### src/rtl/ex_div_pkg.sv
// ex_div_pkg: shared divider state encodings and handshake constants used by ex, ctrl and ex_div
package ex_div_pkg;
  typedef enum logic [1:0] {
    DivFree   = 2'b00,
    DivByZero = 2'b01,
    DivOn     = 2'b10,
    DivEnd    = 2'b11
  } div_state_e;
  localparam logic DivResultReady    = 1'b1;
  localparam logic DivResultNotReady = 1'b0;
  localparam logic DivStart          = 1'b1;
  localparam logic DivStop           = 1'b0;
endpackage

### src/rtl/ex_div_step.sv
// div_step: one restoring radix-2 iteration; rem (shifted partial remainder, WIDTH+1) and dvs (divisor magnitude) in, rem_next and q_bit out
module div_step #(
  parameter int WIDTH = 32
) (
  input  logic [WIDTH:0]   rem,
  input  logic [WIDTH-1:0] dvs,
  output logic [WIDTH-1:0] rem_next,
  output logic             q_bit
);
  logic [WIDTH:0] diff;
  assign diff = rem - {1'b0, dvs};
  assign q_bit = ~diff[WIDTH];
  assign rem_next = q_bit ? diff[WIDTH-1:0] : rem[WIDTH-1:0];
endmodule

### src/rtl/ex_div.sv
// ex_div: multi-cycle signed/unsigned divider; clk, rst, signed_div_i, opdata1_i, opdata2_i, start_i, annul_i in; result_o {rem,quo}, ready_o, div_zero_o out
module ex_div
  import ex_div_pkg::*;
#(
  parameter int WIDTH = 32
) (
  input  logic               clk,
  input  logic               rst,
  input  logic               signed_div_i,
  input  logic [WIDTH-1:0]   opdata1_i,
  input  logic [WIDTH-1:0]   opdata2_i,
  input  logic               start_i,
  input  logic               annul_i,
  output logic [2*WIDTH-1:0] result_o,
  output logic               ready_o,
  output logic               div_zero_o
);
  localparam int CW = $clog2(WIDTH) + 1;
  div_state_e state, state_n;
  logic [CW-1:0] cnt;
  logic [WIDTH-1:0] dvd, dvs, rem, quo, rmd;
  logic neg1, neg2, q_bit, last;
  div_step #(.WIDTH(WIDTH)) u_step (
    .rem({rem, dvd[WIDTH-1]}),
    .dvs(dvs),
    .rem_next(rmd),
    .q_bit(q_bit)
  );
  assign last = cnt == CW'(WIDTH - 1);
  assign quo = {dvd[WIDTH-2:0], q_bit};
  always_comb begin
    state_n = state;
    case (state)
      DivFree:   state_n = (start_i == DivStart && !annul_i) ? (opdata2_i == '0 ? DivByZero : DivOn) : DivFree;
      DivByZero: state_n = DivEnd;
      DivOn:     state_n = annul_i ? DivFree : (last ? DivEnd : DivOn);
      DivEnd:    state_n = start_i == DivStart ? DivEnd : DivFree;
      default:   state_n = DivFree;
    endcase
  end
  always_ff @(posedge clk)
    if (rst) state <= DivFree;
    else state <= state_n;
  always_ff @(posedge clk) begin
    if (rst) begin
      cnt <= '0;
      dvd <= '0;
      dvs <= '0;
      rem <= '0;
      neg1 <= 1'b0;
      neg2 <= 1'b0;
      result_o <= '0;
      ready_o <= DivResultNotReady;
      div_zero_o <= 1'b0;
    end else begin
      case (state)
        DivFree: begin
          result_o <= '0;
          ready_o <= DivResultNotReady;
          div_zero_o <= 1'b0;
          if (state_n == DivOn) begin
            cnt <= '0;
            rem <= '0;
            dvd <= (signed_div_i && opdata1_i[WIDTH-1]) ? -opdata1_i : opdata1_i;
            dvs <= (signed_div_i && opdata2_i[WIDTH-1]) ? -opdata2_i : opdata2_i;
            neg1 <= signed_div_i & opdata1_i[WIDTH-1];
            neg2 <= signed_div_i & opdata2_i[WIDTH-1];
          end
        end
        DivByZero: begin
          result_o <= '0;
          ready_o <= DivResultReady;
          div_zero_o <= 1'b1;
        end
        DivOn: if (!annul_i) begin
          rem <= rmd;
          dvd <= quo;
          cnt <= cnt + 1'b1;
          if (last) begin
            // neg flags are only set in signed mode, so unsigned results pass through untouched
            result_o <= {neg1 ? -rmd : rmd, (neg1 ^ neg2) ? -quo : quo};
            ready_o <= DivResultReady;
            div_zero_o <= 1'b0;
          end
        end
        DivEnd: if (start_i == DivStop) begin
          result_o <= '0;
          ready_o <= DivResultNotReady;
          div_zero_o <= 1'b0;
        end
        default: ;
      endcase
    end
  end
endmodule

### config.mk
export PLATFORM = sky130hd
export DESIGN_NAME = ex_div
export DESIGN_NICKNAME = d
export VERILOG_FILES = /design/src/rtl/ex_div_pkg.sv /design/src/rtl/ex_div_step.sv /design/src/rtl/ex_div.sv
export SDC_FILE = /design/constraint.sdc
export NUM_CORES = 1
export LEC_CHECK = 0
export BUFFER_PORTS_ARGS = -buffer_cell sky130_fd_sc_hd__buf_2
export CORE_MARGIN = 2
export CORE_UTILIZATION = 55
export CTS_BUF_LIST = sky130_fd_sc_hd__clkbuf_4
export DETAILED_ROUTE_END_ITERATION = 12
export PLACE_DENSITY = 0.75
export SLEW_MARGIN = 20
export SYNTH_ARGS = -nofsm -noshare
export SYNTH_HDL_FRONTEND = slang
export SYNTH_SLANG_ARGS = --single-unit
### constraint.sdc
create_clock -name clk -period 9.1 [get_ports clk]
set_input_delay 0.91 -clock clk [delete_from_list [all_inputs] [get_ports clk]]
set_output_delay 0.91 -clock clk [all_outputs]
set_load 0.02 [all_outputs]
==> results by group, run 1 <==
Timing
  • Fin crit share: 58.38%
  • Hold Fails Final Rpt: 0
  • RSZ-0062 raised after global routing: false
  • Max-slew headroom: 33.50%
  • Max-slew violation count: 0
  • Fin Setup TNS: 0 ns
  • Crit path time final: 5.312 ns
  • Least-Margin Pin Slew: 0.9975 ns
  • Final setup fails: 0
  • Worst clock skew: 0.02835 ns
  • Achievable Freq: 0.1882 GHz

Pwr
  • Pwr dens: 129.1 mW/mm^2
  • Peak VDD IR: 66.78 uV
  • LEAKAGE: 4.947 nW

Clocking
  • Clock latency on the worst-skew pair: 0.61 ns
  • CTS tree: yes
  • Clock transition at path regs: 0.15 ns
  • # resized after CTS: 0
  • CTS Sinks: 172
  • Hold_buf cts: 0
  • H-Tree Depth: 4
  • Clock Tree Buf Depth: 2
  • Postcts setup bufs: 0
  • Clock Tree Root: clkbuf_4
  • Num CTS Buffers: 17

Synth
  • Largest cells by area after synthesis: dfxtp_1, nor2_1, xnor2_1
  • Synth Area in Adders: 4.663%
  • Syn_nets: 1630
  • Compound-Gate Fraction of Synth Area: 23.23%
  • Synth area leader: dfxtp_1
  • Yosys top cell area share: 30.12%
  • Post-Syn Area: 0.01143 sq mm
  • Sequential fraction of the synthesis area: 30.12%
  • Multiplexer share of the synthesized area: 2.518%
  • XOR/XNOR share of the synthesized area: 11.48%
  • Yosys reg bits: 172
  • Asr flop ratio synth: 0%
  • Ys Warns: 0
  • Post-synth EDFFs: 0
  • Synthesized instance count: 1519
  • Combinational family with the most area after synthesis: compound AO/OA/AOI/OAI gates
  • Synth Flop Type: dfxtp_1
  • Mean Syn Cell Area: 7.525 sq um
  • Synth unique cells: 78
  • Synth Area in Simple Gates: 22.58%

Critical path
  • CP Max Fanout: 44
  • CP cell instances: inv_1, ha_1, fa_1, nor2b_1, o31a_1, o21bai_1, o211ai_2, a41o_1, xor2_4, buf_4, inv_2, buf_4, a21oi_1, ha_1, nand2_1, nor3_1, mux2_2, o221ai_1, nand4bb_1, o21ai_1, xnor2_1, o21ai_1
  • Arr. time, crit path: 5.78 ns
  • Startpoint types: flip-flop
  • WS Path Type: flip-flop to flip-flop
  • Worst path slowest cell: buf_4
  • CP Data Required Time: 9.57 ns
  • Worst path max stage delay: 0.50 ns
  • CP endpoint kind: flip-flop

Drt
  • Iter 0 DRT Violations: 885
  • Remaining routing DRC violations: 0
  • Max layer used: met4
  • Final ANT Viol Nets: 0
  • WL final: 32190 um
  • Met2 routed WL: 13300 um
  • Routed via count: 11090
  • Wire per inst: 17.20 um
  • M1 wire length: 15780 um
  • Vias/cell: 5.925
  • Met3 wire len: 2632 um
  • Pre-Repair DR Iteration Count: 5

Status
  • Status: completed

Floorplan
  • Die area: 0.02195 sq mm
  • # rows: 52
  • Die Y: 148.2 um
  • Horiz. Die Dim: 148.2 um
  • Core area: 0.02030 sq mm
  • Top Ports: 135
  • Starting Density: 56.31%

Job
  • MaxCap Viol Count: 0

Layout
  • Most frequent cells in the layout: nor2_1, dfxtp_1, nand2_1
  • Synth-to-Final Area Change: 8.658%
  • Fraction of layout instances using a drive strength above 1: 12.93%
  • Commonest non-fill, non-tap cell in the layout: nor2_1
  • Final standard cell area without fillers: 0.01242 sq mm
  • Nets: 1700

Placement
  • Placed cell area: 0.01214 sq mm
  • GP Congestion: 0.9305
  • DP Wirelength: 23970 um
  • Port Buffers: 134

Global route
  • Remaining Overflow, GRT: 0
  • First-pass GRT wire length: 50960 um
  • Largest net degree at the start of global routing: 94
  • Gr usage total: 28.61%
  • Vias in the first global route: 9688
  • Initial antenna violation count: 1

Min path
  • Min-delay worst type: flip-flop to flip-flop
flip-flops by register name, summed over array words and instances (netlist names), 2 cells and up:
signal / cells
result_o: 64
state: 2
cnt: 6
rem: 32
dvs: 32
dvd: 32
path summary, 6_finish.rpt:
| kind | start | end | slack [ns] | depth (start not counted) |
|---|---|---|---|---|
| setup / recovery | dvd[31] | result_o[60] | 3.79 | 22 |
| hold reg to reg | result_o[63] | result_o[63] | 0.45 | 2 |
| setup reg to reg | dvd[31] | result_o[60] | 3.79 | 22 |
| hold / removal | result_o[63] | result_o[63] | 0.45 | 2 |
layout make-up:
| type | count | area, sq um |
|---|---|---|
| Antenna cell | 1 | 2.502 |
| Clock inverter | 13 | 136.4 |
| Fill cell | 1941 | 7879 |
| Tap cell | 270 | 337.8 |
| Sequential cell | 172 | 3443 |
| Inverter | 50 | 187.7 |
| Multi-Input combinational cell | 1199 | 7392 |
| Timing Repair Buffer | 149 | 785.8 |
| Clock buffer | 18 | 135.1 |
through the flow:
stage	instances	worst slack [ns]	power [mW]	utilization [%]	hold slack, ns
floorplan	1519	4.510	1.063	-	0.4319
global placement	1840	3.949	1.158	59.81	0.4302
detailed placement	1840	3.851	1.162	59.81	0.4357
CTS	1871	3.856	1.601	61.15	0.4548
global route	1872	3.402	1.673	61.19	0.4715
finish	1872	3.788	1.603	61.19	0.4520
worst max-delay path: cells and delay by family (launching register included):
family | cells | cell delay (ns)
buf+inv | 4 | 0.88
mux | 1 | 0.23
xor+xnor | 2 | 0.28
flops | 1 | 0.38
compound gates | 8 | 1.65
simple gates | 4 | 0.78
fa+ha+maj | 3 | 0.95
synth_stat cells (all sizes together) (3+ instances only):
| library cell | n |
|---|---|
| a211oi | 34 |
| a21o | 8 |
| a21oi | 104 |
| a221oi | 17 |
| a22o | 4 |
| a22oi | 28 |
| a311oi | 3 |
| a31oi | 38 |
| a41o | 3 |
| and2 | 8 |
| and3 | 8 |
| and4 | 3 |
| buf | 38 |
| clkbuf | 60 |
| dfxtp | 172 |
| ha | 41 |
| inv | 50 |
| mux2 | 3 |
| mux2i | 25 |
| nand2 | 170 |
| nand2b | 10 |
| nand3 | 26 |
| nand3b | 3 |
| nand4 | 12 |
| nor2 | 226 |
| nor2b | 8 |
| nor3 | 41 |
| nor3b | 3 |
| nor4 | 20 |
| o211ai | 5 |
| o21a | 10 |
| o21ai | 101 |
| o21bai | 4 |
| o221ai | 3 |
| o31a | 3 |
| o31ai | 18 |
| o41ai | 10 |
| or2 | 3 |
| or3 | 15 |
| or4 | 11 |
| xnor2 | 81 |
| xor2 | 68 |
kinds of logic after synthesis:
group | Yosys count
AND/OR/NAND/NOR | 571
AO/OA/AOI/OAI | 409
flip-flops | 172
XOR/XNOR | 149
buffers and inverters | 148
adder cells (fa/ha/maj) | 42
multiplexers | 28
layer usage:
| metal | vias up | track usage (%) |
|---|---|---|
| li1 | 5505 | - |
| met1 | 5126 | 44.09 |
| met2 | 422 | 41.39 |
| met3 | 39 | 4.571 |
| met4 | 0 | 7.048 |
| met5 | - | 0 |
power breakdown:
group          total (mW)  internal [mW]  leakage (nW)  switching [mW]
Sequential          0.791          0.774          1.39          0.0172
Combinational       0.364          0.130          3.40           0.234
Clock               0.448          0.145         0.149           0.303
Total                1.60           1.05          4.95           0.554
No activity file was read; power rests on OpenSTA's default activity.
==> run 2: changes to the inputs <==
Clock period 9.1 ns to 5.2 ns, I/O delays scaled along.
==> run 2 against run 1 <==
Clock-buffer cell count decreased by 1. Flip-flop and latch count stayed put. Core utilization about the same. Die area unchanged. Register-to-register slack got worse by 3.1 ns. Sequential power up 76%. Combinational power grew 73%. Global-route usage decreased by 0.071 points. Largest cell class unchanged.
==> results by group, run 2 (synthesis gave the netlist of run 1 again) <==
Status
  • Status: completed

Layout
  • Max reg flops: 64 (unchanged)
  • Commonest non-fill, non-tap cell in the layout: nor2_1
  • Most frequent cells in the layout: nor2_1, dfxtp_1, nand2_1
  • Layout fillers: 1916 (-1.3%)
  • Nets: 1701 (+0.059%)
  • Synth-to-Final Area Change: 8.724% (about the same)
  • Reg with most FFs: result_o
  • Fraction of layout instances using a drive strength above 1: 12.92% (about the same)
  • Final Non-Filler Cells: 1873 (+0.053%)

Clocking
  • Hold_buf cts: 0 (unchanged)
  • Clock Tree Buf Depth: 2 (unchanged)
  • Num CTS Buffers: 17 (unchanged)
  • Clock Tree Root: clkbuf_4
  • H-Tree Depth: 4 (unchanged)
  • CTS tree: yes
  • Postcts setup bufs: 0 (unchanged)
  • Clock latency on the worst-skew pair: 0.59 ns (-0.02 ns)
  • Clock transition at path regs: 0.14 ns (about the same)
  • CTS Sinks: 172 (unchanged)
  • # resized after CTS: 0 (unchanged)

Critical path
  • Worst path slowest cell: fa_1
  • Critical path buffer and inverter count: 2 (-2)
  • WS Path Type: flip-flop to flip-flop
  • CP cell instances: inv_1, ha_1, fa_1, nor2b_1, o31a_1, o21bai_1, o211ai_2, a41o_1, xor2_4, inv_2, nor2_1, a21oi_1, ha_1, nand2_1, nor3_1, mux2_2, o221ai_1, nand4bb_1, o21ai_1, xnor2_1, o21ai_1
  • Worst path max stage delay: 0.43 ns (-0.07 ns)
  • Top Family by Delay on Critical Path: compound AO/OA/AOI/OAI gates
  • Arr. time, crit path: 4.93 ns (-0.85 ns)
  • CP endpoint kind: flip-flop
  • CP Data Required Time: 5.64 ns (-3.93 ns)
  • CP Max Fanout: 13 (-70%)
  • Startpoint types: flip-flop

Timing
  • Max-slew violation count: 0 (unchanged)
  • Achievable Freq: 0.2226 GHz (+18%)
  • Fin crit share: 86.38% (+28 points)
  • Hold Fails Final Rpt: 0 (unchanged)
  • Fin Setup TNS: 0 ns (unchanged)
  • Worst clock skew: 0.02989 ns (+0.001540 ns)
  • Least-Margin Pin Slew: 0.8771 ns (-0.1205 ns)
  • Max-slew headroom: 41.53% (+8.0 points)
  • RSZ-0062 raised after global routing: false
  • Crit path time final: 4.492 ns (-0.8204 ns)
  • Final setup fails: 0 (unchanged)

Drt
  • WL final: 31260 um (-2.9%)
  • Routed via count: 11180 (+0.82%)
  • Iter 0 DRT Violations: 807 (-8.8%)
  • Final ANT Viol Nets: 0 (unchanged)
  • Wire per inst: 16.69 um (-2.9%)
  • Vias/cell: 5.971 (+0.77%)
  • Pre-Repair DR Iteration Count: 5 (unchanged)
  • Remaining routing DRC violations: 0 (unchanged)

Placement
  • DP Wirelength: 23610 um (-1.5%)
  • GP Congestion: 0.9398 (+1.0%)
  • Cell count after placement: 1841 (+0.054%)
  • Port Buffers: 134 (unchanged)

Global route
  • Largest net degree at the start of global routing: 109 (+16%)
  • Vias in the first global route: 10100 (+4.3%)
  • Gr usage total: 28.54% (-0.071 points)
  • First-pass GRT wire length: 51030 um (+0.15%)
  • Remaining Overflow, GRT: 0 (unchanged)
  • Initial antenna violation count: 1 (unchanged)

Floorplan
  • # rows: 52 (unchanged)
  • Die Y: 148.2 um (unchanged)
  • Horiz. Die Dim: 148.2 um (unchanged)
  • Starting Density: 56.31% (unchanged)
  • Core area: 0.02030 sq mm (unchanged)
  • Top Ports: 135 (unchanged)
  • Die area: 0.02195 sq mm (unchanged)

Pwr
  • LEAKAGE: 4.944 nW (about the same)
  • Pwr dens: 223.6 mW/mm^2 (+73%)
  • Peak VDD IR: 119.1 uV (+78%)

Min path
  • Min-delay worst type: input port to flip-flop

Job
  • MaxCap Viol Count: 0 (unchanged)
## run 2: cell count changes in the layout (fill, tap and decap cells not counted)
cell / before / now
inv_8: 1 / 2
xnor2_1: 81 / 80
buf_6: 0 / 1
clkinv_1: 0 / 2
clkbuf_4: 18 / 17
clkinv_2: 2 / 1
clkinv_4: 2 / 1
xnor2_2: 0 / 1
clkinv_8: 1 / 0
clkinvlp_4: 1 / 2
## run 2: metrics by stage
step	utilization [%]	setup slack [ns]	hold WS [ns]	total power, mW	instance area (sq um)
finish	61.22	0.7082	0.2326	2.779	12430
global route	61.22	0.3311	0.2218	2.925	12430
CTS	61.17	0.7607	0.2028	2.781	12420
detailed placement	59.89	0.7164	0.4389	2.032	12160
global placement	59.85	0.8292	0.4302	2.023	12150
floorplan	-	0.6104	0.4319	1.861	11430
## run 2: layer usage
metal	vias up	global-route usage, %	routed length, um	share of wire [%]
met5	-	0	0	0
met4	0	7.429	396	1.3
met1	5217	43.87	15090	48
met3	32	4.816	2640	8.4
met2	418	41.04	13140	42
li1	5516	-	-	-
## run 2: worst register-to-register path, delay by kind of cell, from the launching register on
kind            cells  cell delay [ns]
xor+xnor            2             0.22
flops               1             0.38
compound gates      8             1.54
mux                 1             0.22
buf+inv             2             0.28
simple gates        5             0.81
fa+ha+maj           3             0.94
## run 2: final timing paths
check                                    from  slack (ns)  depth (start not counted)           end
worst max-delay path                  dvd[31]        0.71                         21  result_o[62]
worst max register to register        dvd[31]        0.71                         21  result_o[62]
worst min register to register   result_o[59]        0.45                          2  result_o[59]
worst min-delay path            opdata2_i[31]        0.23                          3       dvs[31]
## run 2: final cells by class
class	instances	area [sq um]	area share, %
timing repair buffer	150	797.0	6.413
antenna	1	2.502	0.02013
inverter	50	187.7	1.510
tap	270	337.8	2.718
multi-input combinational	1199	7400	59.54
sequential	172	3443	27.71
clock inverter	14	132.6	1.067
clock buffer	17	127.6	1.027
## run 2: where the power goes
| group | internal, mW | leakage (nW) | switching [mW] | total (mW) |
|---|---|---|---|---|
| combinational | 0.229 | 3.41 | 0.402 | 0.631 |
| sequential | 1.35 | 1.39 | 0.0306 | 1.39 |
| clock | 0.245 | 0.139 | 0.517 | 0.763 |
| total | 1.83 | 4.94 | 0.950 | 2.78 |
